`config.mk`:
```
export PLATFORM = sky130hd
export DESIGN_NAME = timer_clint_flat
export DESIGN_NICKNAME = d
export VERILOG_FILES = /design/src/rtl/timer_clint_pkg.sv /design/src/rtl/timer_clint_if.sv /design/src/rtl/timer_clint_prescaler.sv /design/src/rtl/timer_clint.sv /design/src/flat_wrapper.sv
export SDC_FILE = /design/constraint.sdc
export NUM_CORES = 1
export LEC_CHECK = 0
export BUFFER_PORTS_ARGS = -buffer_cell sky130_fd_sc_hd__buf_2
export CAP_MARGIN = 20
export CORE_ASPECT_RATIO = 2
export CORE_MARGIN = 5
export CORE_UTILIZATION = 35
export CTS_CLUSTER_DIAMETER = 50
export CTS_CLUSTER_SIZE = 24
export DETAILED_ROUTE_END_ITERATION = 12
export HOLD_SLACK_MARGIN = 0.15
export PLACE_DENSITY = 0.5
export SYNTH_ARGS = -nofsm -noshare
export SYNTH_HDL_FRONTEND = slang
export SYNTH_HIERARCHICAL = 1
export SYNTH_SLANG_ARGS = --single-unit
export TNS_END_PERCENT = 50
```
`constraint.sdc`:
```
create_clock -name clk -period 6.9 [get_ports clk]
set_clock_uncertainty 0.1 [all_clocks]
set_input_delay 0.69 -clock clk [delete_from_list [all_inputs] [get_ports clk]]
set_output_delay 0.69 -clock clk [all_outputs]
set_load 0.05 [all_outputs]
```
`src/rtl/timer_clint_pkg.sv`:
```
// rtl/timer_clint_pkg.sv - shared address map, widths and register decode for the core-local timer
package timer_clint_pkg;

    localparam logic [15:0] CLINT_MSIP_BASE     = 16'h0000;
    localparam logic [15:0] CLINT_MTIMECMP_BASE = 16'h4000;
    localparam logic [15:0] CLINT_CTRL_ADDR     = 16'hBFF0;
    localparam logic [15:0] CLINT_MTIME_ADDR    = 16'hBFF8;

    localparam int CLINT_TIMER_WIDTH = 64;
    localparam int CLINT_PRESC_WIDTH = 16;

    typedef logic [CLINT_TIMER_WIDTH-1:0] timer_t;

    typedef struct packed {
        logic                         en;
        logic [30-CLINT_PRESC_WIDTH:0] rsvd;
        logic [CLINT_PRESC_WIDTH-1:0] div;
    } clint_ctrl_t;

    typedef enum logic [2:0] {
        SEL_NONE,
        SEL_MSIP,
        SEL_CMP_LO,
        SEL_CMP_HI,
        SEL_CTRL,
        SEL_MTIME_LO,
        SEL_MTIME_HI
    } reg_sel_e;

    typedef struct packed {
        reg_sel_e   sel;
        logic [4:0] idx;
    } reg_dec_t;

    // Anything not explicitly mapped (including misaligned addresses and
    // harts beyond num_procs) decodes to SEL_NONE and becomes an error response.
    function automatic reg_dec_t decode_addr(input logic [15:0] addr, input int num_procs);
        reg_dec_t d;
        d.sel = SEL_NONE;
        d.idx = '0;
        if (addr[1:0] == 2'b00) begin
            if (addr == CLINT_CTRL_ADDR) begin
                d.sel = SEL_CTRL;
            end else if (addr == CLINT_MTIME_ADDR) begin
                d.sel = SEL_MTIME_LO;
            end else if (addr == CLINT_MTIME_ADDR + 16'd4) begin
                d.sel = SEL_MTIME_HI;
            end else if (addr < CLINT_MSIP_BASE + 16'(4 * num_procs)) begin
                d.sel = SEL_MSIP;
                d.idx = addr[6:2];
            end else if (addr >= CLINT_MTIMECMP_BASE &&
                         addr < CLINT_MTIMECMP_BASE + 16'(8 * num_procs)) begin
                d.sel = addr[2] ? SEL_CMP_HI : SEL_CMP_LO;
                d.idx = addr[7:3];
            end
        end
        return d;
    endfunction

endpackage

```
`src/rtl/timer_clint_if.sv`:
```
// rtl/timer_clint_if.sv - register request/response port of the core-local timer
interface timer_clint_if;
    logic        req_valid;
    logic        req_ready;
    logic        req_we;
    logic [15:0] req_addr;
    logic [31:0] req_wdata;
    logic        rsp_valid;
    logic        rsp_ready;
    logic [31:0] rsp_rdata;
    logic        rsp_err;

    modport master (
        output req_valid, req_we, req_addr, req_wdata, rsp_ready,
        input  req_ready, rsp_valid, rsp_rdata, rsp_err
    );

    modport slave (
        input  req_valid, req_we, req_addr, req_wdata, rsp_ready,
        output req_ready, rsp_valid, rsp_rdata, rsp_err
    );
endinterface

```
`src/rtl/timer_clint_prescaler.sv`:
```
// rtl/timer_clint_prescaler.sv - mtime tick prescaler, one tick every div+1 enabled cycles
// Ports: clk, rstn (sync active-low), en, div, clr (restart count) -> tick
module timer_clint_prescaler #(
    parameter int PRESC_WIDTH = 16
) (
    input  logic                   clk,
    input  logic                   rstn,
    input  logic                   en,
    input  logic [PRESC_WIDTH-1:0] div,
    input  logic                   clr,
    output logic                   tick
);

    logic [PRESC_WIDTH-1:0] cnt_q, cnt_d;

    assign tick = en && (cnt_q == div);

    always_comb begin
        cnt_d = cnt_q;
        if (clr || tick) begin
            cnt_d = '0;
        end else if (en) begin
            cnt_d = cnt_q + PRESC_WIDTH'(1);
        end
    end

    always_ff @(posedge clk) begin
        if (!rstn) begin
            cnt_q <= '0;
        end else begin
            cnt_q <= cnt_d;
        end
    end

endmodule

```
`src/rtl/timer_clint.sv`:
```
// rtl/timer_clint.sv - core-local timer: mtime, prescaler, per-hart mtimecmp/msip behind a req/rsp port
// Ports: clk, rstn (sync active-low), bus (register req/rsp, slave side),
//        mtime_out (current mtime), timer_int (mtime >= mtimecmp[i]), sw_int (msip[i])
module timer_clint
    import timer_clint_pkg::*;
#(
    parameter int NUM_PROCS   = 4,
    parameter int TIMER_WIDTH = CLINT_TIMER_WIDTH,
    parameter int PRESC_WIDTH = CLINT_PRESC_WIDTH
) (
    input  logic                   clk,
    input  logic                   rstn,
    timer_clint_if.slave           bus,
    output logic [TIMER_WIDTH-1:0] mtime_out,
    output logic [NUM_PROCS-1:0]   timer_int,
    output logic [NUM_PROCS-1:0]   sw_int
);

    logic [TIMER_WIDTH-1:0] mtime_q, mtime_d;
    logic [TIMER_WIDTH-1:0] mtimecmp_q [NUM_PROCS];
    logic [NUM_PROCS-1:0]   msip_q;
    logic [NUM_PROCS-1:0]   timer_int_q;
    logic                   en_q;
    logic [PRESC_WIDTH-1:0] div_q;
    logic                   rsp_valid_q;
    logic [31:0]            rsp_rdata_q;
    logic                   rsp_err_q;

    logic        accept;
    logic        wr;
    logic        tick;
    logic [31:0] rd_data;
    reg_dec_t    dec;

    // Hi words hold only the upper TIMER_WIDTH-32 bits; the rest read as 0.
    function automatic logic [31:0] hi_word(input logic [TIMER_WIDTH-1:0] v);
        return 32'(v >> 32);
    endfunction

    function automatic logic [TIMER_WIDTH-1:0] with_lo(input logic [TIMER_WIDTH-1:0] v,
                                                       input logic [31:0] w);
        return {v[TIMER_WIDTH-1:32], w};
    endfunction

    function automatic logic [TIMER_WIDTH-1:0] with_hi(input logic [TIMER_WIDTH-1:0] v,
                                                       input logic [31:0] w);
        return {w[TIMER_WIDTH-33:0], v[31:0]};
    endfunction

    // A new request can only be taken once the previous response is gone
    // or is being consumed in this same cycle.
    assign bus.req_ready = !(rsp_valid_q && !bus.rsp_ready);
    assign accept        = bus.req_valid && bus.req_ready;
    assign dec           = decode_addr(bus.req_addr, NUM_PROCS);
    assign wr            = accept && bus.req_we && (dec.sel != SEL_NONE);

    timer_clint_prescaler #(
        .PRESC_WIDTH(PRESC_WIDTH)
    ) u_presc (
        .clk (clk),
        .rstn(rstn),
        .en  (en_q),
        .div (div_q),
        .clr (wr && dec.sel == SEL_CTRL),
        .tick(tick)
    );

    always_comb begin
        rd_data = '0;
        case (dec.sel)
            SEL_MSIP: begin
                for (int i = 0; i < NUM_PROCS; i++) begin
                    if (dec.idx == 5'(i)) rd_data = {31'b0, msip_q[i]};
                end
            end
            SEL_CMP_LO: begin
                for (int i = 0; i < NUM_PROCS; i++) begin
                    if (dec.idx == 5'(i)) rd_data = mtimecmp_q[i][31:0];
                end
            end
            SEL_CMP_HI: begin
                for (int i = 0; i < NUM_PROCS; i++) begin
                    if (dec.idx == 5'(i)) rd_data = hi_word(mtimecmp_q[i]);
                end
            end
            SEL_CTRL:     rd_data = {en_q, 31'(div_q)};
            SEL_MTIME_LO: rd_data = mtime_q[31:0];
            SEL_MTIME_HI: rd_data = hi_word(mtime_q);
            default:      rd_data = '0;
        endcase
    end

    // Software writes to mtime win over the tick, and a lo write never carries into hi.
    always_comb begin
        mtime_d = mtime_q;
        if (wr && dec.sel == SEL_MTIME_LO) begin
            mtime_d = with_lo(mtime_q, bus.req_wdata);
        end else if (wr && dec.sel == SEL_MTIME_HI) begin
            mtime_d = with_hi(mtime_q, bus.req_wdata);
        end else if (tick) begin
            mtime_d = mtime_q + TIMER_WIDTH'(1);
        end
    end

    always_ff @(posedge clk) begin
        if (!rstn) begin
            mtime_q     <= '0;
            msip_q      <= '0;
            timer_int_q <= '0;
            en_q        <= 1'b1;
            div_q       <= '0;
            rsp_valid_q <= 1'b0;
            rsp_rdata_q <= '0;
            rsp_err_q   <= 1'b0;
            for (int i = 0; i < NUM_PROCS; i++) mtimecmp_q[i] <= '1;
        end else begin
            mtime_q <= mtime_d;

            for (int i = 0; i < NUM_PROCS; i++) begin
                timer_int_q[i] <= (mtime_q >= mtimecmp_q[i]);
                if (wr && dec.idx == 5'(i)) begin
                    if (dec.sel == SEL_MSIP)   msip_q[i]     <= bus.req_wdata[0];
                    if (dec.sel == SEL_CMP_LO) mtimecmp_q[i] <= with_lo(mtimecmp_q[i], bus.req_wdata);
                    if (dec.sel == SEL_CMP_HI) mtimecmp_q[i] <= with_hi(mtimecmp_q[i], bus.req_wdata);
                end
            end

            if (wr && dec.sel == SEL_CTRL) begin
                en_q  <= bus.req_wdata[31];
                div_q <= bus.req_wdata[PRESC_WIDTH-1:0];
            end

            if (accept) begin
                rsp_valid_q <= 1'b1;
                rsp_err_q   <= (dec.sel == SEL_NONE);
                rsp_rdata_q <= bus.req_we ? 32'b0 : rd_data;
            end else if (bus.rsp_ready) begin
                rsp_valid_q <= 1'b0;
            end
        end
    end

    assign bus.rsp_valid = rsp_valid_q;
    assign bus.rsp_rdata = rsp_rdata_q;
    assign bus.rsp_err   = rsp_err_q;
    assign mtime_out     = mtime_q;
    assign timer_int     = timer_int_q;
    // msip is already a register; exposing it directly gives one cycle from accept.
    assign sw_int        = msip_q;

endmodule

```
`src/flat_wrapper.sv`:
```
// flat-port wrapper written by rule: the top's interface ports become plain ports
module timer_clint_flat import timer_clint_pkg::*;
#(
    parameter int NUM_PROCS   = 4,
    parameter int TIMER_WIDTH = CLINT_TIMER_WIDTH,
    parameter int PRESC_WIDTH = CLINT_PRESC_WIDTH
)
  (clk, rstn, mtime_out, timer_int, sw_int, bus_req_valid, bus_req_we, bus_req_addr, bus_req_wdata, bus_rsp_ready, bus_req_ready, bus_rsp_valid, bus_rsp_rdata, bus_rsp_err);
  timer_clint_if bus_i ();
  input  logic clk;
  input  logic rstn;
  output logic [TIMER_WIDTH-1:0] mtime_out;
  output logic [NUM_PROCS-1:0] timer_int;
  output logic [NUM_PROCS-1:0] sw_int;
  input wire logic [$bits(bus_i.req_valid)-1:0] bus_req_valid;
  input wire logic [$bits(bus_i.req_we)-1:0] bus_req_we;
  input wire logic [$bits(bus_i.req_addr)-1:0] bus_req_addr;
  input wire logic [$bits(bus_i.req_wdata)-1:0] bus_req_wdata;
  input wire logic [$bits(bus_i.rsp_ready)-1:0] bus_rsp_ready;
  output wire logic [$bits(bus_i.req_ready)-1:0] bus_req_ready;
  output wire logic [$bits(bus_i.rsp_valid)-1:0] bus_rsp_valid;
  output wire logic [$bits(bus_i.rsp_rdata)-1:0] bus_rsp_rdata;
  output wire logic [$bits(bus_i.rsp_err)-1:0] bus_rsp_err;
  assign bus_i.req_valid = bus_req_valid;
  assign bus_i.req_we = bus_req_we;
  assign bus_i.req_addr = bus_req_addr;
  assign bus_i.req_wdata = bus_req_wdata;
  assign bus_i.rsp_ready = bus_rsp_ready;
  assign bus_req_ready = bus_i.req_ready;
  assign bus_rsp_valid = bus_i.rsp_valid;
  assign bus_rsp_rdata = bus_i.rsp_rdata;
  assign bus_rsp_err = bus_i.rsp_err;
  timer_clint #(.NUM_PROCS(NUM_PROCS), .TIMER_WIDTH(TIMER_WIDTH), .PRESC_WIDTH(PRESC_WIDTH)) u_core (.clk(clk), .rstn(rstn), .bus(bus_i), .mtime_out(mtime_out), .timer_int(timer_int), .sw_int(sw_int));
endmodule
```
# Word level (Yosys, flattened, before mapping)
# Memory sizes are Yosys's and may differ from the RTL's.
# Cells that the tools add are included.
[op_classes] add_sub_neg=2 n_lt_le_gt_ge=7 n_eq_ne=14 n_mux=64 bitwise=10 reduce_logical=30
[op_table] op="two-way mux 64 bit" n=10
[op_table] op="two-way mux 32 bit" n=10
[op_table] op=">= comparator 64 bit" n=4
[op_table] op="one-hot mux 32 bit (6 select lines)" n=1
[op_table] op="adder 64 x 1 -> 64 bit (second input constant)" n=1
[op_table] op="equality test 16 bit (second input constant)" n=3
[op_table] op="two-way mux 1 bit" n=34
[op_table] op="two-way mux 8 bit" n=3
[op_table] op="adder 16 x 1 -> 16 bit (second input constant)" n=1
[op_table] op="equality test 16 bit" n=1
[op_table] op=">= comparator 16 x 15 -> 1 bit (second input constant)" n=1
[op_table] op="< comparator 16 x 15 -> 1 bit (second input constant)" n=1
[op_table] op="< comparator 16 x 5 -> 1 bit (second input constant)" n=1
[op_table] op="two-way mux 5 bit" n=3
[op_table] op="logical AND 1 bit" n=13
[op_table] op="AND reduction 2 bit" n=6
[op_table] op="equality test 5 x 2 -> 1 bit (second input constant)" n=2
[op_table] op="equality test 3 bit (second input constant)" n=3
[op_table] op="two-way mux 3 bit" n=3
[op_table] op="bitwise OR 1 bit" n=8
[op_table] op="equality test 3 x 2 -> 1 bit (second input constant)" n=2
[op_table] op="nonzero test 2 bit" n=3
[op_table] op="equality test 5 x 1 -> 1 bit (second input constant)" n=1
[op_table] op="logical NOT 5 bit" n=1
[op_table] op="9 further kinds" n=11
[word_totals] register_bits=139 ram_bits=256 output_inout_bits=107 memories=1
[memory_table] name="u_core.mtimecmp_q" depth=4 width=64 read_ports=4 rd_ports_with_merged_regs=0 write_ports=4 line="timer_clint.sv:20" text="logic [TIMER_WIDTH-1:0] mtimecmp_q [NUM_PROCS];"

# Logic depth before layout (Yosys ltp)
[logic_depth] ltp_word=16 mapped_depth=10 mapped_depth_nobuf=9

# Hierarchy
# Netlist, hierarchy kept.
[modules_own_cells] module="timer_clint" instances=1 cells_per_inst=2592 area_per_inst_um2=23785.3 seq_area_each_um2=10149.7
[modules_own_cells] module="timer_clint_prescaler" instances=1 cells_per_inst=100 area_per_inst_um2=883.3 seq_area_each_um2=320.3

# Worst setup path after synthesis
# Ideal clock, no wire load.
[synth_path] kind="input-to-reg" startpoint="input port bus_rsp_ready" endpoint="memory u_core/mtimecmp_q[0][32] in the netlist's numbering (enable)" arrival_time_ns=4.559 required_ns=6.334 path_slack_ns=1.775 cell_stages=6 path_buffers=1 path_cell_list="nand2b_1 -> clkbuf_1 -> nand3_1 -> nor3_1 -> nand4_1 -> o21ai_0"
[synth_rtl] item="start, declared" line="flat_wrapper.sv:19" text="input wire logic [$bits(bus_i.rsp_ready)-1:0] bus_rsp_ready;"
[synth_rtl] item="end, declared" line="timer_clint.sv:20"

# Worst setup path after layout
[layout_path] startpoint="register u_core.mtime_q[0] (netlist: u_core/mtime_out[0])" endpoint="register u_core.timer_int_q[1] (netlist: u_core/timer_int[1])"
[layout_between] elab_chain_len=1
[layout_lines] item="start, declared" line="timer_clint.sv:19" text="logic [TIMER_WIDTH-1:0] mtime_q, mtime_d;"
[layout_lines] item="start signal, assigned" line="timer_clint.sv:117" text="mtime_q <= mtime_d;"
[layout_lines] item=">= comparator 64 bit" line="timer_clint.sv:120" text="timer_int_q[i] <= (mtime_q >= mtimecmp_q[i]);"
[layout_lines] item="end signal, assigned by index" line="timer_clint.sv:120"
[layout_lines] item="end, declared" line="timer_clint.sv:22" text="logic [NUM_PROCS-1:0] timer_int_q;"
# No other way between the ends.
# A chain may end at the register's enable or synchronous reset.

==> results.json <==
{
  "htreeDepth": 2,
  "drtAntennaViolNets": 0,
  "drive_gt1_frac": 0.118,
  "fin_util": 0.402,
  "area_growth_syn_to_layout_pct": 13.6,
  "synth_xor_area_frac": 0.0220,
  "hold_viol": 0,
  "crit_path_max_incr_delay_ns": 0.78,
  "async_reset_ff_frac": 0,
  "muxShareOfSynthArea": 0.0150,
  "grt_first_pass_wirelength_mm": 162,
  "period_minus_slack_ns": 4.11,
  "synth_fp_nets": 3003,
  "grt_usage": 0.295,
  "synth_top_family_by_area": "compound AO/OA/AOI/OAI gates",
  "worstHoldStart": "bus_req_valid",
  "critPathTopFamily": "compound AO/OA/AOI/OAI gates",
  "vias_per_cell": 6.04,
  "core_um2": 69800,
  "yosys.area_share.simple": 0.172,
  "cts_setup_buffers": 0,
  "vdd_drop_max_mv": 0.153,
  "layout_setup_ws_ns": 2.79,
  "yosysTopAreaCellShare": 0.312,
  "yosysSeqAreaShare": 0.424,
  "synth.distinct_cells": 81,
  "min_to": "u_core/bus.rsp_valid$_SDFFE_PN0P_",
  "share_seq_of_total_power": 0.505,
  "overflow": 0,
  "root_buffer": "clkbuf_16",
  "hpwl_mm": 85.9,
  "design_area_um2": 28000,
  "cts_resized": 0,
  "clock_path_buffers": 3,
  "vias": 22656,
  "synth.avg_cell_area_um2": 9.16,
  "fin_tns_setup_ns": 0,
  "synthesis.instances": 2692,
  "start_util": 0.354,
  "die_x_um": 198,
  "nFillCells": 6944,
  "maxCapViolCount": 0,
  "register_area_um2": 10500,
  "timing.fmax_mhz": 243,
  "layout.nets": 3131,
  "crit_type": "reg2reg",
  "drtPass1Iterations": 9,
  "critical_path.startpoint_type": "flip-flop",
  "r2r-start": "u_core/mtime_out[0]$_SDFFE_PN0P_",
  "p_leak_uw": 0.0128,
  "power.internal_uw": 3680,
  "hold_depth": 3,
  "holdCritPathClass": "in2reg",
  "path_max_fanout": 7,
  "worstSkewPairLatency_ns": 0.59,
  "dp_cells": 3683,
  "r2r_end": "u_core/timer_int[1]$_SDFF_PN0_",
  "drtIter0Drc": 2298,
  "drc": 0,
  "postRouteWirelength_mm": 116,
  "cp_slowest_cell": "a211oi_1",
  "setup_viol": 0,
  "power_per_cell_area_nw_per_um2": 180,
  "gp_congestion": 0.959,
  "cp.arrival_ns": 4.49,
  "antenna_found_initial": 3,
  "netlist_area_um2": 24700,
  "clock_sinks": 395,
  "wire_per_inst_um": 31.0,
  "drv_slew": 0,
  "comb_power_share": 0.053,
  "rsz0062_at_grt": "no",
  "dpl_worst_slack_ns": 2.46,
  "synth_edf_count": 256,
  "synth_top_cell_by_area": "edfxtp_1",
  "synth_compound_area_frac": 0.174,
  "io_pins": 160,
  "ys.flop_type": "edfxtp_1",
  "cp_common_cell": "o21ai_0",
  "p_switching_uw": 1360,
  "cp.buffers_inverters": 1,
  "path_cells": "inv_1, ha_1, nand2b_1, a31oi_1, o21ai_0, a2111o_1, a211oi_1, o21ai_0, a31o_2",
  "fin_crit_sh": 0.596,
  "clkSlewWorstSetupHoldPaths_ns": 0.09,
  "die-area_um2": 76200,
  "multiInputGateArea_um2": 12800,
  "relSlewSlack": 0.139,
  "final_cells": 3754,
  "grt_pass1_vias": 22958,
  "yosys-top-cells-count": "nand2_1 (468), inv_1 (270), ha_1 (258)",
  "io_buffers": 159,
  "grt_max_degree": 65,
  "end_kind": "flip-flop",
  "cts_made_buffers": 38,
  "worstMarginPinSlew_ns": 1.29,
  "power_frac_clock": 0.442,
  "required_ns": 7.28,
  "cts_tree": "built",
  "yosys.area_share.adder": 0.131,
  "dpl-instance-area_um2": 26700,
  "num_rows": 137,
  "synth-seq-cells": 395,
  "die_h_um": 385,
  "cts_hold_buf": 0,
  "ff2ff_setup_slack_ns": 2.79,
  "synthTopCellsByArea": "edfxtp_1 (31%), ha_1 (13%), dfxtp_1 (11%)",
  "reg2reg_depth": 9,
  "synth.yosys.warnings": 6,
  "outcome": "complete, no violations",
  "yosysMostFrequentCell": "nand2_1",
  "swShare": 0.270
}
[sequential cells by signal, indices dropped and copies added (netlist names)]
register and cells:
u_core/bus.rsp_err 1, u_core/bus.rsp_rdata 32, u_core/bus.rsp_valid 1, u_core/div_q 16, u_core/en_q 1, u_core/mtime_out 64
u_core/mtimecmp_q 256, u_core/sw_int 4, u_core/timer_int 4, u_core/u_presc/cnt_q 16
[cells by family (layout without fill, tap and decap cells)]
family,Yosys count,after routing
AO/OA/AOI/OAI,631,631
adder cells (fa/ha/maj),258,258
flip-flops,395,395
multiplexers,37,37
other,0,1
XOR/XNOR,62,62
buffers and inverters,399,557
AND/OR/NAND/NOR,910,910
[power groups by stage]
stage | sequential, µW | clock [µW] | combinational, µW
2_1_floorplan | 2600 | 0 | 108
3_3_place_gp | 2600 | 0 | 257
3_5_place_dp | 2600 | 0 | 263
4_1_cts | 2540 | 2270 | 264
5_1_grt | 2550 | 2340 | 277
6_report | 2540 | 2220 | 268
[per-layer routing]
layer  track usage  up-vias  share of wire
met5             0        -       0.000095
met4         0.284        2           0.12
met3        0.0407      437          0.060
met2         0.521     1146           0.50
met1         0.287    10994           0.32
li1              -    10077              -
[worst max path at each step]
stage	from	endpoint	slack (ns)	cells past startpoint
after detailed placement	bus_req_addr[1]	u_core/mtimecmp_q[0][22]$_SDFFCE_PP1P_	2.46	8
after global routing	u_core/mtime_out[0]$_SDFFE_PN0P_	u_core/timer_int[2]$_SDFF_PN0_	2.71	9
after CTS	u_core/mtime_out[0]$_SDFFE_PN0P_	u_core/timer_int[2]$_SDFF_PN0_	2.74	9
final	u_core/mtime_out[0]$_SDFFE_PN0P_	u_core/timer_int[1]$_SDFF_PN0_	2.79	9
after floorplan	bus_rsp_ready	u_core/mtimecmp_q[0][32]$_SDFFCE_PP1P_	1.78	6
after global placement	bus_req_addr[1]	u_core/mtimecmp_q[3][47]$_DFFE_PP_	2.43	9
[final cells by class]
cell class                 instances  area share
clock buffer                      40      0.0346
timing repair buffer             216      0.0457
clock inverter                    30      0.0114
antenna                            1   0.0000893
inverter                         271      0.0363
tap                              903      0.0403
sequential                       395       0.374
multi-input combinational       1898       0.458
[worst min-delay path: stages]
cell and delay, ns:
buf_2 0.15, inv_1 0.06, a21oi_1 0.06
[placed cells by master (no fill, tap or decap), types with 8 or more instances in the layout]
cell       count
a211oi_1      34
mux2i_1       37
edfxtp_1     256
o22a_1        19
nand3_1       55
a22oi_1       15
a31oi_1       13
buf_4         53
and3_1        24
nor2_1       122
xnor2_1       34
nor3_1        28
nor4_1        25
inv_1        270
o21ai_0      134
and4_1        12
clkinv_8       9
ha_1         258
nand2_1      463
nand2b_1      39
o21a_1        10
or3_1          8
a221oi_1      36
clkbuf_16     38
a21oi_1      162
xor2_1        28
a2bb2oi_1     11
and2_1         8
a222oi_1      62
dfxtp_1      139
nand4_1       68
a21o_1        43
o211ai_1      25
buf_2        159
[through the flow]
step                total power, µW  hold WS, ns
floorplan                      2710        0.356
global placement               2860        0.372
detailed placement             2860        0.380
CTS                            5070        0.297
global route                   5160        0.308
finish                         5040        0.326
No activity file was read; power rests on OpenSTA's default activity.
